**src/rtl/lieat_wbu_if.sv**
```systemverilog
// Write-back unit bus: EXU commit channel, long-completion channel,
// decode-stage dependency probe and the regfile write-back port.
interface lieat_wbu_if #(
  parameter int XLEN      = 32,
  parameter int REG_IDX   = 5,
  parameter int LONGI_PTR = 2
);
  // EXU commit channel
  logic                 exu_valid;
  logic                 exu_ready;
  logic [XLEN-1:0]      exu_pc;
  logic [REG_IDX-1:0]   exu_rd;
  logic                 exu_wen;
  logic [XLEN-1:0]      exu_data;
  logic                 exu_longi;
  logic                 exu_lsu;
  logic                 exu_ebreak;
  logic [LONGI_PTR-1:0] exu_itag;

  // Long-latency completion channel
  logic                 lng_valid;
  logic                 lng_ready;
  logic [LONGI_PTR-1:0] lng_itag;
  logic [XLEN-1:0]      lng_data;

  // Decode-stage RAW probe
  logic [REG_IDX-1:0]   dep_rs1;
  logic [REG_IDX-1:0]   dep_rs2;
  logic                 dep_hit;

  // Regfile write-back port
  logic [XLEN-1:0]      wb_pc;
  logic                 wb_valid;
  logic                 wb_en;
  logic [REG_IDX-1:0]   wb_rd;
  logic [XLEN-1:0]      wb_data;
  logic                 wb_lsu;
  logic                 wb_ebreak;
  logic                 longi_empty;

  // Upstream side: drives commits/completions, consumes write-back
  modport master (
    output exu_valid, exu_pc, exu_rd, exu_wen, exu_data, exu_longi, exu_lsu, exu_ebreak,
    input  exu_ready, exu_itag,
    output lng_valid, lng_itag, lng_data,
    input  lng_ready,
    output dep_rs1, dep_rs2,
    input  dep_hit,
    input  wb_pc, wb_valid, wb_en, wb_rd, wb_data, wb_lsu, wb_ebreak, longi_empty
  );

  // Write-back unit side
  modport slave (
    input  exu_valid, exu_pc, exu_rd, exu_wen, exu_data, exu_longi, exu_lsu, exu_ebreak,
    output exu_ready, exu_itag,
    input  lng_valid, lng_itag, lng_data,
    output lng_ready,
    input  dep_rs1, dep_rs2,
    output dep_hit,
    output wb_pc, wb_valid, wb_en, wb_rd, wb_data, wb_lsu, wb_ebreak, longi_empty
  );
endinterface

```
**src/rtl/lieat_wbu.sv**
```systemverilog
// Write-back unit: merges in-order EXU commits and out-of-order long
// completions onto a single registered regfile write port. Outstanding long
// instructions live in a small tag table used for allocation, WAW stalls and
// RAW dependency checks.
module lieat_wbu #(
  parameter int XLEN      = 32,
  parameter int REG_IDX   = 5,
  parameter int LONGI_NUM = 4,
  parameter int LONGI_PTR = 2
) (
  input  logic         clock,
  input  logic         reset,
  lieat_wbu_if.slave   bus
);

  // Tag table
  logic [LONGI_NUM-1:0] busy_reg;
  logic [LONGI_NUM-1:0] busy_next;
  logic [LONGI_NUM-1:0] wen_reg;
  logic [REG_IDX-1:0]   rd_reg [LONGI_NUM];

  // Per-entry comparison vectors
  logic [LONGI_NUM-1:0] waw_match;
  logic [LONGI_NUM-1:0] rs1_match;
  logic [LONGI_NUM-1:0] rs2_match;

  logic [LONGI_PTR-1:0] alloc_idx;
  logic                 full;
  logic                 waw;
  logic                 exu_ready_int;
  logic                 exu_fire;
  logic                 alloc_fire;
  logic                 lng_hit;
  logic                 free_fire;

  // Registered write-back outputs
  logic [XLEN-1:0]      wb_pc_reg;
  logic                 wb_valid_reg;
  logic                 wb_en_reg;
  logic [REG_IDX-1:0]   wb_rd_reg;
  logic [XLEN-1:0]      wb_data_reg;
  logic                 wb_lsu_reg;
  logic                 wb_ebreak_reg;
  logic                 longi_empty_reg;

  // Per-entry match logic against the commit rd and the decode sources
  for (genvar gi = 0; gi < LONGI_NUM; gi++) begin : g_match
    assign waw_match[gi] = busy_reg[gi] & wen_reg[gi] & (rd_reg[gi] == bus.exu_rd);
    assign rs1_match[gi] = busy_reg[gi] & (rd_reg[gi] == bus.dep_rs1);
    assign rs2_match[gi] = busy_reg[gi] & (rd_reg[gi] == bus.dep_rs2);
  end

  // Lowest-index free entry; scanning downward lets the lowest index win
  always_comb begin
    alloc_idx = '0;
    for (int i = LONGI_NUM - 1; i >= 0; i--) begin
      if (!busy_reg[i]) begin
        alloc_idx = LONGI_PTR'(i);
      end
    end
  end

  assign full = &busy_reg;

  // A commit that writes a register still owed by a long instruction must
  // wait, otherwise the late completion would overwrite the newer value.
  assign waw = bus.exu_wen & (|bus.exu_rd) & (|waw_match);

  // Completions take strict priority so alloc and free never share a cycle.
  assign exu_ready_int = ~bus.lng_valid & ~(bus.exu_longi & full) & ~waw;
  assign exu_fire      = bus.exu_valid & exu_ready_int;
  assign alloc_fire    = exu_fire & bus.exu_longi;
  assign lng_hit       = busy_reg[bus.lng_itag];
  assign free_fire     = bus.lng_valid & lng_hit;

  assign bus.exu_ready = exu_ready_int;
  assign bus.exu_itag  = alloc_idx;
  assign bus.lng_ready = 1'b1;

  // Conservative RAW check: an entry completing this cycle still reports a hit
  assign bus.dep_hit = ((|bus.dep_rs1) & (|rs1_match)) |
                       ((|bus.dep_rs2) & (|rs2_match));

  // Busy vector after this cycle's allocation or release
  always_comb begin
    busy_next = busy_reg;
    if (free_fire) begin
      busy_next[bus.lng_itag] = 1'b0;
    end else if (alloc_fire) begin
      busy_next[alloc_idx] = 1'b1;
    end
  end

  // Busy flags follow the computed next state
  always_ff @(posedge clock or posedge reset) begin
    if (reset) begin
      busy_reg <= '0;
    end else begin
      busy_reg <= busy_next;
    end
  end

  // Per-entry rd/wen capture on allocation
  for (genvar gi = 0; gi < LONGI_NUM; gi++) begin : g_entry
    // Record the destination of the long instruction given this tag
    always_ff @(posedge clock or posedge reset) begin
      if (reset) begin
        rd_reg[gi]  <= '0;
        wen_reg[gi] <= 1'b0;
      end else if (alloc_fire && (alloc_idx == LONGI_PTR'(gi))) begin
        rd_reg[gi]  <= bus.exu_rd;
        wen_reg[gi] <= bus.exu_wen;
      end
    end
  end

  // Write-back port: completion, commit or idle, one registered stage
  always_ff @(posedge clock or posedge reset) begin
    if (reset) begin
      wb_pc_reg       <= '0;
      wb_valid_reg    <= 1'b0;
      wb_en_reg       <= 1'b0;
      wb_rd_reg       <= '0;
      wb_data_reg     <= '0;
      wb_lsu_reg      <= 1'b0;
      wb_ebreak_reg   <= 1'b0;
      longi_empty_reg <= 1'b1;
    end else begin
      longi_empty_reg <= ~(|busy_next);
      if (bus.lng_valid) begin
        // Completion: pc holds; a stale tag is consumed without a write
        wb_valid_reg <= 1'b0;
        if (lng_hit) begin
          wb_en_reg     <= wen_reg[bus.lng_itag] & (|rd_reg[bus.lng_itag]);
          wb_rd_reg     <= rd_reg[bus.lng_itag];
          wb_data_reg   <= bus.lng_data;
          wb_lsu_reg    <= 1'b0;
          wb_ebreak_reg <= 1'b0;
        end else begin
          wb_en_reg <= 1'b0;
        end
      end else if (exu_fire) begin
        wb_valid_reg  <= 1'b1;
        wb_pc_reg     <= bus.exu_pc;
        wb_rd_reg     <= bus.exu_rd;
        wb_lsu_reg    <= bus.exu_lsu;
        wb_ebreak_reg <= bus.exu_ebreak;
        if (bus.exu_longi) begin
          // Register write deferred to the completion
          wb_en_reg   <= 1'b0;
          wb_data_reg <= '0;
        end else begin
          wb_en_reg   <= bus.exu_wen & (|bus.exu_rd);
          wb_data_reg <= bus.exu_data;
        end
      end else begin
        wb_valid_reg <= 1'b0;
        wb_en_reg    <= 1'b0;
      end
    end
  end

  assign bus.wb_pc       = wb_pc_reg;
  assign bus.wb_valid    = wb_valid_reg;
  assign bus.wb_en       = wb_en_reg;
  assign bus.wb_rd       = wb_rd_reg;
  assign bus.wb_data     = wb_data_reg;
  assign bus.wb_lsu      = wb_lsu_reg;
  assign bus.wb_ebreak   = wb_ebreak_reg;
  assign bus.longi_empty = longi_empty_reg;

endmodule

```
**src/flat_wrapper.sv**
```systemverilog
// flat-port wrapper written by rule: the top's interface ports become plain ports
module lieat_wbu_flat 
#(
  parameter int XLEN      = 32,
  parameter int REG_IDX   = 5,
  parameter int LONGI_NUM = 4,
  parameter int LONGI_PTR = 2
)
  (clock, reset, bus_exu_valid, bus_exu_pc, bus_exu_rd, bus_exu_wen, bus_exu_data, bus_exu_longi, bus_exu_lsu, bus_exu_ebreak, bus_exu_ready, bus_exu_itag, bus_lng_valid, bus_lng_itag, bus_lng_data, bus_lng_ready, bus_dep_rs1, bus_dep_rs2, bus_dep_hit, bus_wb_pc, bus_wb_valid, bus_wb_en, bus_wb_rd, bus_wb_data, bus_wb_lsu, bus_wb_ebreak, bus_longi_empty);
  lieat_wbu_if #(.XLEN(XLEN), .REG_IDX(REG_IDX), .LONGI_PTR(LONGI_PTR)) bus_i ();
  input  logic clock;
  input  logic reset;
  input wire logic [$bits(bus_i.exu_valid)-1:0] bus_exu_valid;
  input wire logic [$bits(bus_i.exu_pc)-1:0] bus_exu_pc;
  input wire logic [$bits(bus_i.exu_rd)-1:0] bus_exu_rd;
  input wire logic [$bits(bus_i.exu_wen)-1:0] bus_exu_wen;
  input wire logic [$bits(bus_i.exu_data)-1:0] bus_exu_data;
  input wire logic [$bits(bus_i.exu_longi)-1:0] bus_exu_longi;
  input wire logic [$bits(bus_i.exu_lsu)-1:0] bus_exu_lsu;
  input wire logic [$bits(bus_i.exu_ebreak)-1:0] bus_exu_ebreak;
  output wire logic [$bits(bus_i.exu_ready)-1:0] bus_exu_ready;
  output wire logic [$bits(bus_i.exu_itag)-1:0] bus_exu_itag;
  input wire logic [$bits(bus_i.lng_valid)-1:0] bus_lng_valid;
  input wire logic [$bits(bus_i.lng_itag)-1:0] bus_lng_itag;
  input wire logic [$bits(bus_i.lng_data)-1:0] bus_lng_data;
  output wire logic [$bits(bus_i.lng_ready)-1:0] bus_lng_ready;
  input wire logic [$bits(bus_i.dep_rs1)-1:0] bus_dep_rs1;
  input wire logic [$bits(bus_i.dep_rs2)-1:0] bus_dep_rs2;
  output wire logic [$bits(bus_i.dep_hit)-1:0] bus_dep_hit;
  output wire logic [$bits(bus_i.wb_pc)-1:0] bus_wb_pc;
  output wire logic [$bits(bus_i.wb_valid)-1:0] bus_wb_valid;
  output wire logic [$bits(bus_i.wb_en)-1:0] bus_wb_en;
  output wire logic [$bits(bus_i.wb_rd)-1:0] bus_wb_rd;
  output wire logic [$bits(bus_i.wb_data)-1:0] bus_wb_data;
  output wire logic [$bits(bus_i.wb_lsu)-1:0] bus_wb_lsu;
  output wire logic [$bits(bus_i.wb_ebreak)-1:0] bus_wb_ebreak;
  output wire logic [$bits(bus_i.longi_empty)-1:0] bus_longi_empty;
  assign bus_i.exu_valid = bus_exu_valid;
  assign bus_i.exu_pc = bus_exu_pc;
  assign bus_i.exu_rd = bus_exu_rd;
  assign bus_i.exu_wen = bus_exu_wen;
  assign bus_i.exu_data = bus_exu_data;
  assign bus_i.exu_longi = bus_exu_longi;
  assign bus_i.exu_lsu = bus_exu_lsu;
  assign bus_i.exu_ebreak = bus_exu_ebreak;
  assign bus_exu_ready = bus_i.exu_ready;
  assign bus_exu_itag = bus_i.exu_itag;
  assign bus_i.lng_valid = bus_lng_valid;
  assign bus_i.lng_itag = bus_lng_itag;
  assign bus_i.lng_data = bus_lng_data;
  assign bus_lng_ready = bus_i.lng_ready;
  assign bus_i.dep_rs1 = bus_dep_rs1;
  assign bus_i.dep_rs2 = bus_dep_rs2;
  assign bus_dep_hit = bus_i.dep_hit;
  assign bus_wb_pc = bus_i.wb_pc;
  assign bus_wb_valid = bus_i.wb_valid;
  assign bus_wb_en = bus_i.wb_en;
  assign bus_wb_rd = bus_i.wb_rd;
  assign bus_wb_data = bus_i.wb_data;
  assign bus_wb_lsu = bus_i.wb_lsu;
  assign bus_wb_ebreak = bus_i.wb_ebreak;
  assign bus_longi_empty = bus_i.longi_empty;
  lieat_wbu #(.XLEN(XLEN), .REG_IDX(REG_IDX), .LONGI_NUM(LONGI_NUM), .LONGI_PTR(LONGI_PTR)) u_core (.clock(clock), .reset(reset), .bus(bus_i));
endmodule
```
**config.mk**
```make
export PLATFORM = sky130hd
export DESIGN_NAME = lieat_wbu_flat
export DESIGN_NICKNAME = d
export VERILOG_FILES = /design/src/rtl/lieat_wbu_if.sv /design/src/rtl/lieat_wbu.sv /design/src/flat_wrapper.sv
export SDC_FILE = /design/constraint.sdc
export NUM_CORES = 1
export LEC_CHECK = 0
export CAP_MARGIN = 30
export CORE_MARGIN = 2
export CORE_UTILIZATION = 40
export DETAILED_ROUTE_END_ITERATION = 8
export PLACE_DENSITY_LB_ADDON = 0.3
export SYNTH_ARGS = -nofsm -noshare
export SYNTH_HDL_FRONTEND = slang
export SYNTH_SLANG_ARGS = --single-unit
```
**constraint.sdc**
```tcl
create_clock -name clock -period 4.25 [get_ports clock]
set_input_delay 1.275 -clock clock [delete_from_list [all_inputs] [get_ports clock]]
set_output_delay 1.275 -clock clock [all_outputs]
set_load 0.05 [all_outputs]
```
After elaboration in Yosys (flattened, before gate mapping)
Cells that the tools add are included.
W data, S select, Z words.
{ "word_totals": {"reg_bits": 102, "wordCells": 128, "memories": 0, "output_inout_bits": 79, "latch_bits": 0, "inputBits": 121, "ram_bits": 0, "mem_bits_ro": 0} }
{ "classes": {"addsub": 0, "div_mod_pow": 0, "bitwise_logic": 36, "n_eq_ne": 16, "mux": 35, "mul": 0, "n_shift": 0, "reduce_logical": 19, "magnitude_cmp": 5} }
{ "op_table": {"columns": ["operator", "n"], "rows": [
  ["$mux W32", 4],
  ["$eq A5 B5 Y1", 12],
  ["$and A1 B1 Y1", 27],
  ["$mux W5", 5],
  ["$reduce_or A5 Y1", 4],
  ["$reduce_or A4 Y1", 4],
  ["$mux W1", 15],
  ["$bmux W5 S2", 1],
  ["$mux W2", 4],
  ["$mux W4", 2],
  ["$logic_and A1 B1 Y1", 6],
  ["$lt A2 B3 Y1 const B", 2],
  ["$and A4 B4 Y4", 1],
  ["$bmux W1 S2", 2],
  ["$demux W1 S2", 2],
  ["$eq A2 B2 Y1 const B", 2],
  ["$ge A2 B1 Y1 const B", 2],
  ["$not A1 Y1", 4],
  ["$not A4 Y4", 1],
  ["$or A4 B4 Y4", 1],
  ["$reduce_and A2 Y1", 2],
  ["$reduce_and A4 Y1", 1],
  ["$ge A3 B3 Y1 const B", 1],
  ["$not A2 Y3", 1],
  ["other kinds (5)", 5]
]} }

Longest topological paths before layout
Gate-level depths: netlist of run 1.
{ "depth": {"word_depth": 13, "mapped_depth": 10, "mapped_depth_nobuf": 7} }

Worst setup path after synthesis of run 1
OpenSTA, ideal clock, no wires.
{ "synth_timing": {"path_kind": "in2out", "startpoint": "input bus_exu_rd[4]", "endpoint": "output bus_exu_ready", "t_arrival_ns": 2.971, "path_stages": 4, "n_path_buf": 1, "required_time_ns": 2.975, "slack_ns": 0.004, "cell_sequence": "buf_2 -> or4_1 -> o21a_1 -> a21oi_1"} }
{ "synth_between": {"elab_chain_cells": 6, "word_cells_on_any_way": 14, "classes_between": "eq/ne (4); bitwise (8); reduce/logical (2)"} }
{ "synth_lines": {"columns": ["element", "line", "source"], "rows": [
  ["from (decl)", "flat_wrapper.sv:15", "input wire logic [$bits(bus_i.exu_rd)-1:0] bus_exu_rd;"],
  ["$eq A5 B5 Y1", "lieat_wbu.sv:48", "assign waw_match[gi] = busy_reg[gi] & wen_reg[gi] & (rd_reg[gi] == bus.exu_rd);"],
  ["$and A1 B1 Y1", "lieat_wbu.sv:48", null],
  ["$reduce_or A4 Y1", "lieat_wbu.sv:67", "assign waw = bus.exu_wen & (|bus.exu_rd) & (|waw_match);"],
  ["$and A1 B1 Y1 *", "lieat_wbu.sv:67", null],
  ["$not A1 Y1 *", "lieat_wbu.sv:70", "assign exu_ready_int = ~bus.lng_valid & ~(bus.exu_longi & full) & ~waw;"],
  ["$and A1 B1 Y1 *", "lieat_wbu.sv:70", null],
  ["to (decl)", "flat_wrapper.sv:21", "output wire logic [$bits(bus_i.exu_ready)-1:0] bus_exu_ready;"]
]} }
Mark *: on every way between the ends. The rest lies on a longest branch, timed or not.

Final worst setup path of run 1
{ "layout_timing": {"startpoint": "input bus_exu_rd[1]", "endpoint": "output bus_exu_ready"} }
The elaborated chain is that of the path after synthesis.

==> impl_results.md, run 1 <==
* GR Util All Layers at 0.215
* Router iterations before antenna repair at 5
* CTS tree: built
* CTS Buf Count at 9
* Least-Margin Pin Slew at 712 ps
* Top Ports at 200
* Mean Syn Cell Area at 12.5 um^2
* Hold crit path type: register to register
* Post-CTS setup buffer count at 0
* H-tree depth reported by CTS at 3
* Remaining Overflow, GRT at 0
* Die Y at 119 um
* Critical path class: primary input to output port
* Die ar. at 0.0142 mm^2
* R2r endpoint: u_core.rd_reg[9]
* Final instance area at 0.00784 mm^2
* Most frequent cells in the layout: 186 x clkdlybuf4s50_1, 101 x dfrtp_1, 62 x mux2_2
* Largest net degree at the start of global routing at 58
* CP top delay family: buffers and inverters
* Max incr delay on CP at 450 ps
* Port bufs at 198
* Mapped Area at 0.00529 mm^2
* Min-Delay Path Depth at 1
* CP cell instances: clkdlybuf4s50_1 > buf_4 > xor2_1 > nor4_1 > nand4_1 > nand4_1 > a21oi_2 > buf_12
* Primary FF master, synth: dfrtp_1
* Die Wd at 119 um
* Worst clock skew at 11.0 ps
* Vias in the first global route at 4,315
* Data required time at the worst endpoint at 2970 ps
* Worst path arrival time at 2890 ps
* Setup violators final at 0
* Lkg Pwr at 0.00340 uW
* Area Growth Syn to Fin at 48.3%
* Synth top area cells: dfrtp_1 48%, mux2_2 13%, xor2_1 8.0%
* Cells after Synth at 424
* Final min period at 4170 ps
* Drc violations at 0
* HPWL reported at the end of detailed placement at 11.2 mm
* Antenna violations before repair at 0
* DRT Wirelength at 15.0 mm
* Global-route wire length before repair at 23.6 mm
* Routability cong. at 0.880
* Startpoint types: primary input
* Post-synth ARST share at 1.00
* Maximum VDD drop at 0.223 mV
* Post-synth EDFFs at 0
* Max_cap viols at 0
* Most used cell, CP: nand4_1
* Reg-to-reg setup timing slack at 1610 ps
* Final hold violation count at 0
* Vias per inst at 5.32
* Fmax achieved at 0.240 GHz
* Power Density at 474 mW/mm^2
* Reg2reg path depth at 9
* Number of routed nets with antenna violations at 0
* # nets final at 734
* Slew headroom at 0.526
* Wire per inst at 19.0 um
* # clock sinks at 102
* Hold EP: u_core.bus.wb_data[13]
* Buf/Inv on CP at 3
* Critical Path Start: bus_exu_rd[1]
* RSZ-0062 raised after global routing: no
* Setup TNS at 0 ps
* CTS Root Cell: clkbuf_16
* Fin crit share at 0.981
* FP Rows at 42
* Slew Limit Fails at 0
* RR Startpoint: u_core.rd_reg[5]
* Critical path fanouts, max at 3
* Pre-CTS setup slack at -66.4 ps
* Clk_lat worst skew at 340 ps
* Min-delay src: u_core.bus.wb_data[13]
* Crit-path slowest cell: clkdlybuf4s50_1
* Clock tree buffer depth at 2
* Setup crit end kind: output port
* Floorplan core area at 0.0131 mm^2
* DP Area at 0.00751 mm^2
* Commonest non-fill, non-tap cell in the layout: clkdlybuf4s50_1
* N_diodes at 0
* Synth Net Count at 545
* Initial Utilization at 0.404
* DRT iter0 DRCs at 288
* Status: finished clean
* Post-synth top area share at 0.478
* Cell variety after synth at 43
* Vias at 4,221
* Layout cell share with drive strength beyond 1 at 0.184
* Final setup margin at 80.7 ps
* Synth area leader: dfrtp_1
* Ys Warns at 0
* Sequential area share after synthesis at 0.483
* Hold-fix buffers, CTS at 0
* Synthesized flop and latch total at 102
* Clock-pin slew on the worst setup and hold paths at 60 ps
[area by class of cell]
type | instances | area, um^2
repair buffers | 217 | 2210
well taps | 176 | 220
clock inverters | 5 | 57.6
fillers | 1048 | 5250
flip-flops and latches | 102 | 2550
inverters | 7 | 28.8
clock buffers | 11 | 233
multi-input cells | 276 | 2540
[metrics by stage]
stage | cells | hold WS (ps) | total power (uW) | util
2_1_floorplan | 424 | 496 | 2330 | -
3_3_place_gp | 778 | 467 | 2880 | 0.574
3_5_place_dp | 778 | 474 | 2920 | 0.574
4_1_cts | 794 | 488 | 3730 | 0.596
5_1_grt | 794 | 495 | 3870 | 0.599
6_report | 794 | 485 | 3710 | 0.599
[routing by layer]
| metal | up-vias | GRT usage | share of wire |
|---|---|---|---|
| met5 | - | 0 | 0 |
| met4 | 0 | 0.114 | 0.042 |
| met3 | 50 | 0.0455 | 0.061 |
| met2 | 203 | 0.352 | 0.49 |
| met1 | 2058 | 0.265 | 0.41 |
| li1 | 1910 | - | - |
[how the worst max path moves through the flow]
stage	end	cells after the start
5_1_grt	bus_exu_ready	8
2_1_floorplan	bus_exu_ready	4
4_1_cts	bus_dep_hit	8
3_5_place_dp	bus_exu_ready	7
6_report	bus_exu_ready	8
3_3_place_gp	bus_exu_ready	8
[logic make-up after synthesis]
| group | Yosys count | synth area share |
|---|---|---|
| flops | 102 | 0.483 |
| compound gates | 61 | 0.0933 |
| simple gates | 59 | 0.0658 |
| mux | 95 | 0.217 |
| xor+xnor | 60 | 0.0994 |
| other cells | 1 | 0.000709 |
| buf+inv | 46 | 0.0405 |
[Yosys cell counts (all sizes together) (3+ instances only)]
library cell	number
xnor2	12
dfrtp	101
clkbuf	23
buf	16
o21ai	8
a22o	33
xor2	48
a22oi	5
nor4	12
mux4	7
nand3	9
nand2b	3
nand2	11
inv	7
mux2	88
a21oi	3
or4	4
nor2	4
nand4	5
[power by group]
group | internal, uW | leakage (uW) | switching (uW) | total, uW
registers | 1180 | 0.00125 | 248 | 1420
logic | 650 | 0.00201 | 836 | 1490
clock network | 458 | 0.000144 | 347 | 805
[repair_timing]
item,CTS,global route
endpoints found under the setup margin,1,2
resized for setup,1,12
pin swaps,0,1
(Power assumes the default switching activity.)
==> run 2: changes to the inputs <==
--- a/config.mk
+++ b/config.mk
@@ -10,6 +10,7 @@
 export CORE_UTILIZATION = 40
 export DETAILED_ROUTE_END_ITERATION = 8
 export PLACE_DENSITY_LB_ADDON = 0.3
+export SKIP_CTS_REPAIR_TIMING = 1
 export SYNTH_ARGS = -nofsm -noshare
 export SYNTH_HDL_FRONTEND = slang
 export SYNTH_SLANG_ARGS = --single-unit
==> run 2 against run 1 <==
Setup slack lost 4.1 ps. Sequential cell count unchanged. Design area is the same. Utilization stayed put. Count of clock-buffer cells in the layout did not move. First-iteration DRC count down 9.4%. Wire length fell by 0.23%. Clock power about the same. Global-route usage is essentially flat. Hold slack got worse by 1.1 ps. Critical endpoint unchanged. Largest cell class unchanged.
==> impl_results.md, run 2 (same netlist as run 1, synthesis figures left out) <==
* Status: finished clean (unchanged)
* Wire per inst at 18.9 um (was 19.0 um)
* Finished Core Util at 0.599 (unchanged)
* Least-Margin Pin Slew at 707 ps (was 712 ps)
* Hold crit path type: register to register (unchanged)
* Die Y at 119 um (unchanged)
* Fin crit share at 0.982 (was 0.981)
* Clk_lat worst skew at 340 ps (about the same)
* Worst clock skew at 10.5 ps (was 11.0 ps)
* HPWL reported at the end of detailed placement at 11.2 mm (unchanged)
* GR Util All Layers at 0.214 (was 0.215)
* CP cell instances: clkdlybuf4s50_1 > buf_4 > xor2_1 > nor4_1 > nand4_1 > nand4_1 > a21oi_2 > buf_12 (unchanged)
* Top Ports at 200 (unchanged)
* Die ar. at 0.0142 mm^2 (unchanged)
* Layout cell share with drive strength beyond 1 at 0.184 (unchanged)
* Clock tree buffer depth at 2 (unchanged)
* Global-route wire length before repair at 23.6 mm (about the same)
* Critical path fanouts, max at 3 (unchanged)
* Max incr delay on CP at 450 ps (about the same)
* Setup crit end kind: output port (unchanged)
* Initial Utilization at 0.404 (unchanged)
* Fmax achieved at 0.240 GHz (about the same)
* Number of routed nets with antenna violations at 0 (unchanged)
* Crit-path slowest cell: clkdlybuf4s50_1 (unchanged)
* CTS Buf Count at 9 (unchanged)
* Max_cap viols at 0 (unchanged)
* Vias in the first global route at 4,317 (was 4,315)
* Vias per inst at 5.26 (was 5.32)
* Pwr Total at 3710 uW (about the same)
* # clock sinks at 102 (unchanged)
* Startpoint types: primary input (unchanged)
* Remaining Overflow, GRT at 0 (unchanged)
* Area Growth Syn to Fin at 48.3% (unchanged)
* Final min period at 4170 ps (about the same)
* Router iterations before antenna repair at 6 (was 5)
* Lkg Pwr at 0.00340 uW (unchanged)
* Slew headroom at 0.529 (was 0.526)
* Drc violations at 0 (unchanged)
* DRT Wirelength at 15.0 mm (about the same)
* Most frequent cells in the layout: 186 x clkdlybuf4s50_1, 101 x dfrtp_1, 62 x mux2_2 (unchanged)
* Floorplan core area at 0.0131 mm^2 (unchanged)
* Routability cong. at 0.880 (unchanged)
* Clock-pin slew on the worst setup and hold paths at 60 ps (about the same)
* Maximum VDD drop at 0.223 mV (unchanged)
* Power Density at 473 mW/mm^2 (was 474 mW/mm^2)
* FP Rows at 42 (unchanged)
* Vias at 4,177 (was 4,221)
* Die Wd at 119 um (unchanged)
* Critical path class: primary input to output port (unchanged)
* Commonest non-fill, non-tap cell in the layout: clkdlybuf4s50_1 (unchanged)
* Worst path arrival time at 2900 ps (was 2890 ps)
* Largest net degree at the start of global routing at 58 (unchanged)
* Setup violators final at 0 (unchanged)
* Final hold violation count at 0 (unchanged)
* Most used cell, CP: nand4_1 (unchanged)
* Antenna violations before repair at 0 (unchanged)
* CTS tree: built (unchanged)
* # fillers at 1,048 (unchanged)
* Port bufs at 198 (unchanged)
* N_diodes at 0 (unchanged)
* CTS Root Cell: clkbuf_16 (unchanged)
* RSZ-0062 raised after global routing: no (unchanged)
* DRT iter0 DRCs at 261 (was 288)
* Slew Limit Fails at 0 (unchanged)
* H-tree depth reported by CTS at 3 (unchanged)
* Data required time at the worst endpoint at 2970 ps (about the same)
* # nets final at 734 (unchanged)
## run 2: metal layers
layer / GRT usage / routed length [um] / vias to the layer above
li1: - / - / 1908
met1: 0.264 / 6070 / 2025
met2: 0.352 / 7350 / 203
met3: 0.0460 / 1030 / 41
met4: 0.114 / 553 / 0
met5: 0 / 0 / -
## run 2: path summary, 6_finish.rpt
path	startpoint	end	slack [ps]	depth (start not counted)
max in group asynchronous	reset	u_core.bus.longi_empty	2080	3
worst min-delay path	u_core.bus.wb_data[9]	u_core.bus.wb_data[9]	480	1
worst max-delay path	bus_exu_rd[1]	bus_exu_ready	80	8
worst max register to register	u_core.rd_reg[5]	u_core.rd_reg[9]	1620	9
min in group asynchronous	reset	u_core.bus.wb_pc[10]	1410	2
worst min register to register	u_core.bus.wb_data[9]	u_core.bus.wb_data[9]	480	1
## run 2: critical path, delay by kind of cell
kind            cells  cell delay [ps]
compound gates      1               90
buf+inv             3              770
xor+xnor            1              160
simple gates        3              590
## run 2: layout make-up
cell class | instances | area [um^2] | share of cell area
well taps | 176 | 220 | 0.0281
repair buffers | 217 | 2210 | 0.282
flip-flops and latches | 102 | 2550 | 0.326
clock inverters | 5 | 57.6 | 0.00734
multi-input cells | 276 | 2540 | 0.324
clock buffers | 11 | 233 | 0.0297
inverters | 7 | 28.8 | 0.00367
## run 2: where the power goes
part	leakage [uW]	internal, uW	switching [uW]
Clock	0.000144	458	346
Sequential	0.00125	1180	247
Combinational	0.00201	650	835
## run 2: per-stage QoR
stage | cells | instance area [um^2] | TNS, ps | setup slack (ps) | hold slack (ps)
2_1_floorplan | 424 | 5290 | 0 | 4.18 | 496
3_3_place_gp | 778 | 7510 | 0 | 46.7 | 467
3_5_place_dp | 778 | 7510 | -68.1 | -66.4 | 474
4_1_cts | 794 | 7800 | -71.9 | -71.9 | 488
5_1_grt | 794 | 7840 | 0 | 18.5 | 495
6_report | 794 | 7840 | 0 | 76.5 | 484
==> run 3: changes to the inputs <==
--- a/config.mk
+++ b/config.mk
@@ -8,6 +8,7 @@
 export CAP_MARGIN = 30
 export CORE_MARGIN = 2
 export CORE_UTILIZATION = 40
+export CTS_CLUSTER_SIZE = 24
 export DETAILED_ROUTE_END_ITERATION = 8
 export PLACE_DENSITY_LB_ADDON = 0.3
 export SKIP_CTS_REPAIR_TIMING = 1
==> results of run 3 <==
The final DEF is identical to that of run 2; final timing and power are the same.
